`src/rtl/seg_snoop_tx.sv`:
```
// seg_snoop_tx: watches an NDIGITS-wide seven-segment bus and decodes each
// digit to ASCII ('0'-'9', 'a'-'f', '.' for unknown glyphs). Once the display
// has been stable for STABLE cycles on a new value, or on a force request, it
// streams one text frame over a byte-wide valid/ready interface.
//
// Frame: digits NDIGITS-1..0, then CR, then LF. If SEG_SNOOP_COLON_EN is
// defined, a ':' is inserted before each odd digit index below NDIGITS-1.
//
// Ports:
//   clk12m       system clock (rising edge)
//   rst_n        asynchronous active-low reset
//   segments     7*NDIGITS segment bus, digit i = [7i+6:7i] = {g,f,e,d,c,b,a}
//   force_req    one-cycle pulse requesting a frame even if unchanged
//   tx_ready     downstream accepts a byte this cycle
//   tx_data      frame byte
//   tx_data_rdy  tx_data is valid
//   bad_glyph    high while sending a frame that contains a '.'
//   frame_cnt    completed frames, wraps modulo 2^16
module seg_snoop_tx #(
  parameter int NDIGITS = 4,
  parameter int STABLE  = 4
) (
  input  logic                 clk12m,
  input  logic                 rst_n,
  input  logic [7*NDIGITS-1:0] segments,
  input  logic                 force_req,
  input  logic                 tx_ready,
  output logic [7:0]           tx_data,
  output logic                 tx_data_rdy,
  output logic                 bad_glyph,
  output logic [15:0]          frame_cnt
);

`ifdef SEG_SNOOP_COLON_EN
  localparam int NCOL = (NDIGITS - 1) / 2;
`else
  localparam int NCOL = 0;
`endif
  localparam int FLEN = NDIGITS + NCOL + 2;
  localparam int IW   = $clog2(FLEN);
  localparam logic [IW-1:0] LAST = IW'(FLEN - 1);

  typedef enum logic {IDLE = 1'b0, SEND = 1'b1} state_t;

  state_t               r_state, w_state_nxt;
  logic [7*NDIGITS-1:0] r_seg_q, r_snap, w_src;
  logic [7:0]           r_stab;
  logic                 r_force_pend;
  logic [IW-1:0]        r_idx, w_nidx;
  logic [7:0]           r_tx_data;
  logic                 r_rdy, r_bad;
  logic [15:0]          r_frame_cnt;
  logic [7:0]           w_frame [FLEN];
  logic                 w_bad, w_launch, w_xfer, w_last;

  function automatic logic [7:0] dec7(input logic [6:0] s);
    case (s)
      7'h3F: dec7 = 8'h30;  7'h06: dec7 = 8'h31;
      7'h5B: dec7 = 8'h32;  7'h4F: dec7 = 8'h33;
      7'h66: dec7 = 8'h34;  7'h6D: dec7 = 8'h35;
      7'h7D: dec7 = 8'h36;  7'h07: dec7 = 8'h37;
      7'h7F: dec7 = 8'h38;  7'h67: dec7 = 8'h39;
      7'h77: dec7 = 8'h61;  7'h7C: dec7 = 8'h62;
      7'h39: dec7 = 8'h63;  7'h5E: dec7 = 8'h64;
      7'h79: dec7 = 8'h65;  7'h71: dec7 = 8'h66;
      default: dec7 = 8'h2E;
    endcase
  endfunction

  // In IDLE the frame is built from seg_q so the first byte can be launched
  // in the same edge that loads snap; during SEND it comes from snap only.
  assign w_src = (r_state == IDLE) ? r_seg_q : r_snap;

  always_comb begin
    int p;
    p     = 0;
    w_bad = 1'b0;
    for (int k = 0; k < FLEN; k++) w_frame[k] = 8'h00;
    for (int d = NDIGITS - 1; d >= 0; d--) begin
`ifdef SEG_SNOOP_COLON_EN
      if ((d % 2 == 1) && (d < NDIGITS - 1)) begin
        w_frame[p] = 8'h3A;
        p++;
      end
`endif
      w_frame[p] = dec7(w_src[7*d +: 7]);
      if (w_frame[p] == 8'h2E) w_bad = 1'b1;
      p++;
    end
    w_frame[p]   = 8'h0D;
    w_frame[p+1] = 8'h0A;
  end

  // FSM: state register
  always_ff @(posedge clk12m or negedge rst_n) begin
    if (!rst_n) r_state <= IDLE;
    else        r_state <= w_state_nxt;
  end

  // FSM: next state
  always_comb begin
    w_state_nxt = r_state;
    case (r_state)
      IDLE: if (w_launch)          w_state_nxt = SEND;
      SEND: if (w_xfer && w_last)  w_state_nxt = IDLE;
      default:                     w_state_nxt = IDLE;
    endcase
  end

  // FSM: control decode
  always_comb begin
    w_launch = (r_state == IDLE) &&
               (((r_stab == 8'(STABLE)) && (r_seg_q != r_snap)) || r_force_pend);
    w_xfer   = (r_state == SEND) && r_rdy && tx_ready;
    w_last   = (r_idx == LAST);
    w_nidx   = w_last ? '0 : r_idx + 1'b1;
  end

  always_ff @(posedge clk12m or negedge rst_n) begin
    if (!rst_n) begin
      r_seg_q      <= '0;
      r_snap       <= '0;
      r_stab       <= '0;
      r_force_pend <= 1'b0;
      r_idx        <= '0;
      r_tx_data    <= 8'h00;
      r_rdy        <= 1'b0;
      r_bad        <= 1'b0;
      r_frame_cnt  <= '0;
    end else begin
      r_seg_q <= segments;
      if (segments != r_seg_q)        r_stab <= '0;
      else if (r_stab != 8'(STABLE))  r_stab <= r_stab + 1'b1;

      // A request arriving on the launch edge itself is kept for a new frame.
      if (force_req)     r_force_pend <= 1'b1;
      else if (w_launch) r_force_pend <= 1'b0;

      if (w_launch) begin
        r_snap    <= r_seg_q;
        r_idx     <= '0;
        r_tx_data <= w_frame[0];
        r_rdy     <= 1'b1;
        r_bad     <= w_bad;
      end else if (w_xfer) begin
        if (w_last) begin
          r_rdy       <= 1'b0;
          r_bad       <= 1'b0;
          r_frame_cnt <= r_frame_cnt + 1'b1;
        end else begin
          r_idx     <= w_nidx;
          r_tx_data <= w_frame[w_nidx];
        end
      end
    end
  end

  assign tx_data     = r_tx_data;
  assign tx_data_rdy = r_rdy;
  assign bad_glyph   = r_bad;
  assign frame_cnt   = r_frame_cnt;

endmodule

```
`config.mk`:
```
export PLATFORM = sky130hd
export DESIGN_NAME = seg_snoop_tx
export DESIGN_NICKNAME = d
export VERILOG_FILES = /design/src/rtl/seg_snoop_tx.sv
export SDC_FILE = /design/constraint.sdc
export NUM_CORES = 1
export LEC_CHECK = 0
export ABC_AREA = 0
export CORE_ASPECT_RATIO = 1.4
export CORE_MARGIN = 2
export CORE_UTILIZATION = 62
export DETAILED_ROUTE_END_ITERATION = 8
export PLACE_DENSITY = 0.9
export SYNTH_ARGS = -nofsm -noshare
export SYNTH_HDL_FRONTEND = slang
export SYNTH_SLANG_ARGS = --single-unit
```
`constraint.sdc`:
```
create_clock -name clk12m -period 6.5 [get_ports clk12m]
set_input_delay 0.975 -clock clk12m [delete_from_list [all_inputs] [get_ports clk12m]]
set_output_delay 0.975 -clock clk12m [all_outputs]
set_load 0.02 [all_outputs]
```
==> results.md, run 1 <==
- Status: finished clean
- Pint: 1.505 mW
- Commonest non-fill, non-tap cells in the layout: 140 x nand2_1, 93 x dfrtp_1, 55 x clkdlybuf4s50_1
- R2r endpoint: tx_data[2]$_DFFE_PN0P_
- Worst path max stage delay: 770 ps
- Simple-gate area share of the yosys netlist: between 20% and 30%
- Setup TNS: 0 ps
- Sequential share of the synthesized area: 34.76%
- CORE AREA: 0.01075 sq mm
- Post-CTS resize count: 0
- Cts bufs inserted: 9
- Die ar.: 0.01178 sq mm
- Critical path type: flop to flop
- Ys flop type: dfrtp_1
- Power per cell area: 360.2 mW/mm^2
- Sequential Power Share: between 30 and 40%
- Die H: 127.6 um
- Max clock buf depth: 2
- Layout cells sized above 1: 7.098%
- Vias per cell: 6.680
- Sw Ratio: 44.32%
- Adder-cell share of the synthesized area: 0.5547%
- Flop-to-flop setup slack: 2880 ps
- Overall power: 2.703 mW
- Residual DRC count: 0
- Die width: about 92 um
- Final Setup Violations: 0
- Share of flip-flops with an asynchronous set or reset: 100.0%
- WP data required: just under 7000 ps
- Gr usage total: 32.99%
- HP Class: flop to flop
- Worst reg-to-reg path cell count: 8
- Data arrival, critical path: between 3000 and 4000 ps
- Initial core utilization: 62.92%
- Cell variety after synth: slightly below 90
- Total congestion overflow: 0
- Period utilization: between 50% and 60%
- Final Hold Violating Endpoints: 0
- EDFF count, synth: 0
- Critical Path, Cell by Cell: buf_4 -> mux2_2 -> or4b_4 -> o211ai_2 -> nor4b_2 -> or4_1 -> o311a_1 -> o41a_1
- Worst setup margin: 2882 ps
- Clock sink count: 94
- Setup bufs post-CTS: 0
- Pin count of the biggest net entering global routing: a little under 80
- Cell Count, Final, Fillers Out: 944
- Via count: between 6000 and 7000
- Net count after synthesis: 826
- Pre-antenna DRT Iters: 6
- H-tree depth: 3
- Drt initial violations: 675
- Commonest non-fill, non-tap cell in the layout: nand2_1
- Ys Warns: 0
- Post-DP HPWL: 13680 um
- RSZ-0062 raised after global routing: false
- Buffers on Ports: 56
- XOR/XNOR Fraction of Synth Area: 10.61%
- Cells after synthesis: roughly 790
- Vias in the first global route: 6052
- Area grow syn2layout: 10.87%
- Clk root buf: clkbuf_16
- Ports: 58
- Worst-margin pin slew: 1082 ps
- Hold path startpoint: frame_cnt[15]$_DFFE_PN0P_
- Hold slack: 475.1 ps
- Clock Latency Late Sink: 360 ps
- Cell Rows: 45
- Worst setup EP type: flop
- Comb pwr share: between 40% and 50%
- Top delay family on crit path: simple AND/OR/NAND/NOR gates
- Multiplexer share of the synthesized area: between 1.5 and 2%
- Reg-to-reg startpoint: r_state$_DFF_PN0_
- Mapped cell area: 0.006766 sq mm
- CTS tree: built
- Post-Place Setup Slack: 2965 ps
- Startpoint types: flop
- Hold Path End: frame_cnt[15]$_DFFE_PN0P_
- Tmin final: 3618 ps
- Critical-path maximum fanout: 76
- Worst path slowest cell: dfrtp_4
- Largest family of logic cells by synthesized area: simple AND/OR/NAND/NOR gates
- Fin. max-slew vios: 0
- Placed cell count: 928
- Switching pwr: 1.198 mW
- RePlAce Congestion: ~1.0
- Hold path cells: 1
- Fin Clk Skew: 17.44 ps
- Initial antenna violation count: 0
- Diode count: 0
- Drt wl/cell: 20.01 um
- CP bufs+invs: 1
- Complex-gate fraction of the synthesized area: 17.18%
- Reg clk slew, reported paths: approximately 80 ps
- Final nets: 833
- Synthesized flop and latch total: between 90 and 100
- Max-cap violations: 0
- Maximum VDD drop: 205.4 uV
- First-pass GRT wire length: 30630 um
- Antenna Violating Nets Remaining: 0
- Routed wire length: 18890 um
- CTS Hold Bufs: 0
- Fmax achieved: 276.4 MHz
- Clock share of power: 21.4%
- Leakage power: 3.153 nW
- Max_slew headroom: 27.78%
- Synthesized area per cell: 8.554 sq um
## cells by family after synthesis
kind of cell / count (synthesis)
simple gates: 363
compound gates: 158
flops: 94
xor+xnor: 82
buf+inv: 80
mux: 10
fa+ha+maj: 3
other cells: 1
## per-stage QoR
stage / utilization, % / area (sq um)
2_1_floorplan: - / 6766
3_3_place_gp: 66.71 / 7174
3_5_place_dp: 66.71 / 7174
4_1_cts: 69.76 / 7502
5_1_grt: 69.76 / 7502
6_report: 69.76 / 7502
## layout make-up
type                            instances  area, sq um
Multi-Input combinational cell        617         3998
Fill cell                             844         3252
Sequential cell                        94         2356
Timing Repair Buffer                   59        580.6
Clock buffer                            9        225.2
Tap cell                              141        176.4
Clock inverter                          7        102.6
Inverter                               17        63.81
## worst max path at each step
stage,startpoint,cells after the start,end
4_1_cts,r_state$_DFF_PN0_,8,tx_data[2]$_DFFE_PN0P_
6_report,r_state$_DFF_PN0_,8,tx_data[2]$_DFFE_PN0P_
3_5_place_dp,r_state$_DFF_PN0_,8,tx_data[2]$_DFFE_PN0P_
3_3_place_gp,r_state$_DFF_PN0_,8,tx_data[2]$_DFFE_PN0P_
2_1_floorplan,r_seg_q[11]$_DFF_PN0_,9,tx_data[2]$_DFFE_PN0P_
5_1_grt,r_state$_DFF_PN0_,9,tx_data[3]$_DFFE_PN0P_
## power groups by stage
stage / Clock, mW / Combinational, mW / Sequential [mW]
2_1_floorplan: 0 / 0.905 / 0.866
3_3_place_gp: 0 / 1.08 / 0.979
3_5_place_dp: 0 / 1.10 / 0.988
4_1_cts: 0.582 / 1.11 / 0.980
5_1_grt: 0.601 / 1.23 / 1.01
6_report: 0.578 / 1.13 / 0.992
## state kept, by name (all words and copies together) (netlist names)
register	cells
tx_data	7
r_seg_q	28
frame_cnt	16
r_state	1
tx_data_rdy	1
r_stab	8
r_force_pend	1
r_snap	28
bad_glyph	1
r_idx	3
## synth_stat cells (11+ instances only)
cell | number | area (sq um)
a21oi_1 | 17 | 85.08
o21ai_0 | 37 | 185.2
a31oi_1 | 11 | 68.82
xnor2_1 | 44 | 385.4
nand2b_1 | 12 | 75.07
nand3b_1 | 22 | 165.2
nand3_1 | 37 | 185.2
a22oi_1 | 17 | 127.6
inv_1 | 17 | 63.81
dfrtp_1 | 94 | 2352
buf_2 | 12 | 60.06
nand4_1 | 23 | 143.9
clkbuf_1 | 32 | 120.1
nand2_1 | 140 | 525.5
xor2_1 | 38 | 332.8
nor2_1 | 31 | 116.4
nor4_1 | 11 | 68.82
## routing by layer
layer	up-vias	wire [um]	global-route usage, %
li1	2849	-	-
met5	-	0	0
met1	2999	6783	37.97
met4	0	1102	19.14
met3	90	1431	5.307
met2	368	9569	57.79
(Power assumes the default switching activity.)
==> run 2: changes to the inputs <==
CORE_UTILIZATION = 59   (was 62)
PLACE_DENSITY = 0.86   (was 0.9)
clock period = 3.65 ns   (was 6.5 ns; I/O delays follow)
==> run 2 against run 1 <==
Effect of this change: utilization down 2.9 points; highest routed layer unchanged; sequential power up 79%; first-iteration DRC count down 24%; die area up 4.9%.
==> results.md, run 2 (synthesis gave the netlist of run 1 again) <==
- Pin count of the biggest net entering global routing: 70 (was 77)
- Die width: 94.51 um (was 92.29 um)
- Cell Rows: 46 (was 45)
- Vias in the first global route: 6018 (was 6052)
- Clk root buf: clkbuf_16 (unchanged)
- Status: finished clean (unchanged)
- Reg-to-reg startpoint: r_state$_DFF_PN0_ (unchanged)
- Routed wire length: 19810 um (was 18890 um)
- CORE AREA: 0.01128 sq mm (was 0.01075 sq mm)
- Drt initial violations: 511 (was 675)
- Max_slew headroom: 22.71% (was 27.78%)
- Cts bufs inserted: 9 (unchanged)
- Pre-antenna DRT Iters: 5 (was 6)
- Post-CTS resize count: 0 (unchanged)
- Clock sink count: 94 (unchanged)
- Max clock buf depth: 2 (unchanged)
- Gr usage total: 33.75% (was 32.99%)
- Fin. max-slew vios: 0 (unchanged)
- Leakage power: 3.175 nW (was 3.153 nW)
- First-pass GRT wire length: 31990 um (was 30630 um)
- Initial core utilization: 59.98% (was 62.92%)
- Power per cell area: 635.7 mW/mm^2 (was 360.2 mW/mm^2)
- Diode count: 0 (unchanged)
- Layout cells sized above 1: 7.787% (was 7.098%)
- Die H: 130.7 um (was 127.6 um)
- Total congestion overflow: 0 (unchanged)
- HP Class: primary input to asynchronous set/reset pin (was flop to flop)
- H-tree depth: 3 (unchanged)
- Via count: 6163 (was 6306)
- Setup bufs post-CTS: 0 (unchanged)
- Area grow syn2layout: 11.46% (was 10.87%)
- Final Hold Violating Endpoints: 0 (unchanged)
- Fmax achieved: 305.1 MHz (was 276.4 MHz)
- Post-Route Utilization: 66.86% (was 69.76%)
- Tmin final: 3278 ps (was 3618 ps)
- Fin Clk Skew: 11.45 ps (was 17.44 ps)
- Worst-margin pin slew: 1158 ps (was 1082 ps)
- Final nets: 839 (was 833)
- CP startpoint: r_state$_DFF_PN0_ (unchanged)
- Ports: 58 (unchanged)
- RePlAce Congestion: 1.019 (was 1.001)
- Residual DRC count: 0 (unchanged)
- Drt wl/cell: 20.78 um (was 20.01 um)
- Period utilization: 89.80% (was 55.66%)
- Commonest non-fill, non-tap cells in the layout: 140 x nand2_1, 93 x dfrtp_1, 55 x clkdlybuf4s50_1 (unchanged)
- Clock Latency Late Sink: 350 ps (was 360 ps)
- Critical-path maximum fanout: 69 (was 76)
- Antenna Violating Nets Remaining: 0 (unchanged)
- Die ar.: 0.01235 sq mm (was 0.01178 sq mm)
- Maximum VDD drop: 334.2 uV (was 205.4 uV)
- Data arrival, critical path: 3510 ps (was 3850 ps)
- Worst setup EP type: flop (unchanged)
- Initial antenna violation count: 0 (unchanged)
- Reg clk slew, reported paths: 80 ps (about the same)
- Startpoint types: flop (unchanged)
- Max-cap violations: 0 (unchanged)
- Vias per cell: 6.467 (was 6.680)
- Critical path type: flop to flop (unchanged)
- CTS tree: built (unchanged)
- CTS Hold Bufs: 0 (unchanged)
- Buffers on Ports: 56 (unchanged)
- Commonest non-fill, non-tap cell in the layout: nand2_1 (unchanged)
- Post-DP HPWL: 14500 um (was 13680 um)
- WP data required: 3880 ps (was 6730 ps)
- RSZ-0062 raised after global routing: false (unchanged)
- Final Setup Violations: 0 (unchanged)
- Setup TNS: 0 ps (unchanged)
==> run 2: changes by cell type in the layout (fill, tap and decap cells not counted), sizes merged <==
cell | before | now
buf | 4 | 10
bufinv | 1 | 0
clkinvlp | 0 | 1
==> run 2: final timing paths <==
kind / to / slack (ps) / cells after the start
setup / recovery: tx_data[1]$_DFFE_PN0P_ / 370 / 9
hold / removal: r_stab[1]$_DFFE_PN0P_ / 230 / 1
setup reg to reg: tx_data[1]$_DFFE_PN0P_ / 370 / 9
hold reg to reg: frame_cnt[7]$_DFFE_PN0P_ / 500 / 1
max in group asynchronous: r_seg_q[15]$_DFF_PN0_ / 2770 / 2
min in group clk12m: frame_cnt[7]$_DFFE_PN0P_ / 500 / 1
==> run 2: critical path, stage by stage, from the launching register on <==
cell	delay (ps)
dfrtp_4	870
buf_4	300
or3b_2	470
a21boi_0	350
a32oi_1	140
o211ai_1	230
nor3_1	150
a2111o_1	330
o2111ai_1	180
o211ai_1	100
==> run 2: final cells by class <==
type | count | area, sq um
flip-flops and latches | 94 | 2356
fillers | 933 | 3739
inverters | 17 | 63.81
repair buffers | 65 | 650.6
clock inverters | 7 | 68.82
multi-input cells | 617 | 3998
clock buffers | 9 | 225.2
well taps | 144 | 180.2
==> run 2: power breakdown <==
group	switching, mW	leakage (nW)	internal [mW]
clock	0.483	0.143	0.482
combinational	1.18	1.86	0.871
sequential	0.507	1.17	1.27
total	2.17	3.17	2.62
==> run 2: metrics by stage <==
| stage | worst slack [ps] | hold WS [ps] | power, mW | instance area, sq um | instances |
|---|---|---|---|---|---|
| floorplan | 1083 | 251.9 | 3.154 | 6766 | 791 |
| global placement | 615.6 | 465.1 | 3.720 | 7248 | 937 |
| detailed placement | 526.6 | 484.7 | 3.782 | 7248 | 937 |
| CTS | 494.7 | 247.2 | 4.750 | 7542 | 953 |
| global route | 197.8 | 283.4 | 5.114 | 7542 | 953 |
| finish | 372.2 | 227.8 | 4.795 | 7542 | 953 |
==> run 2: layer usage <==
layer | up-vias | part of all wire, % | GRT usage, % | routed length (um)
met5 | - | 0 | 0 | 0
met4 | 0 | 4.9 | 17.56 | 969
met3 | 72 | 4.8 | 4.702 | 950
met2 | 259 | 51 | 59.12 | 10080
met1 | 2972 | 39 | 40.20 | 7811
li1 | 2860 | - | - | -
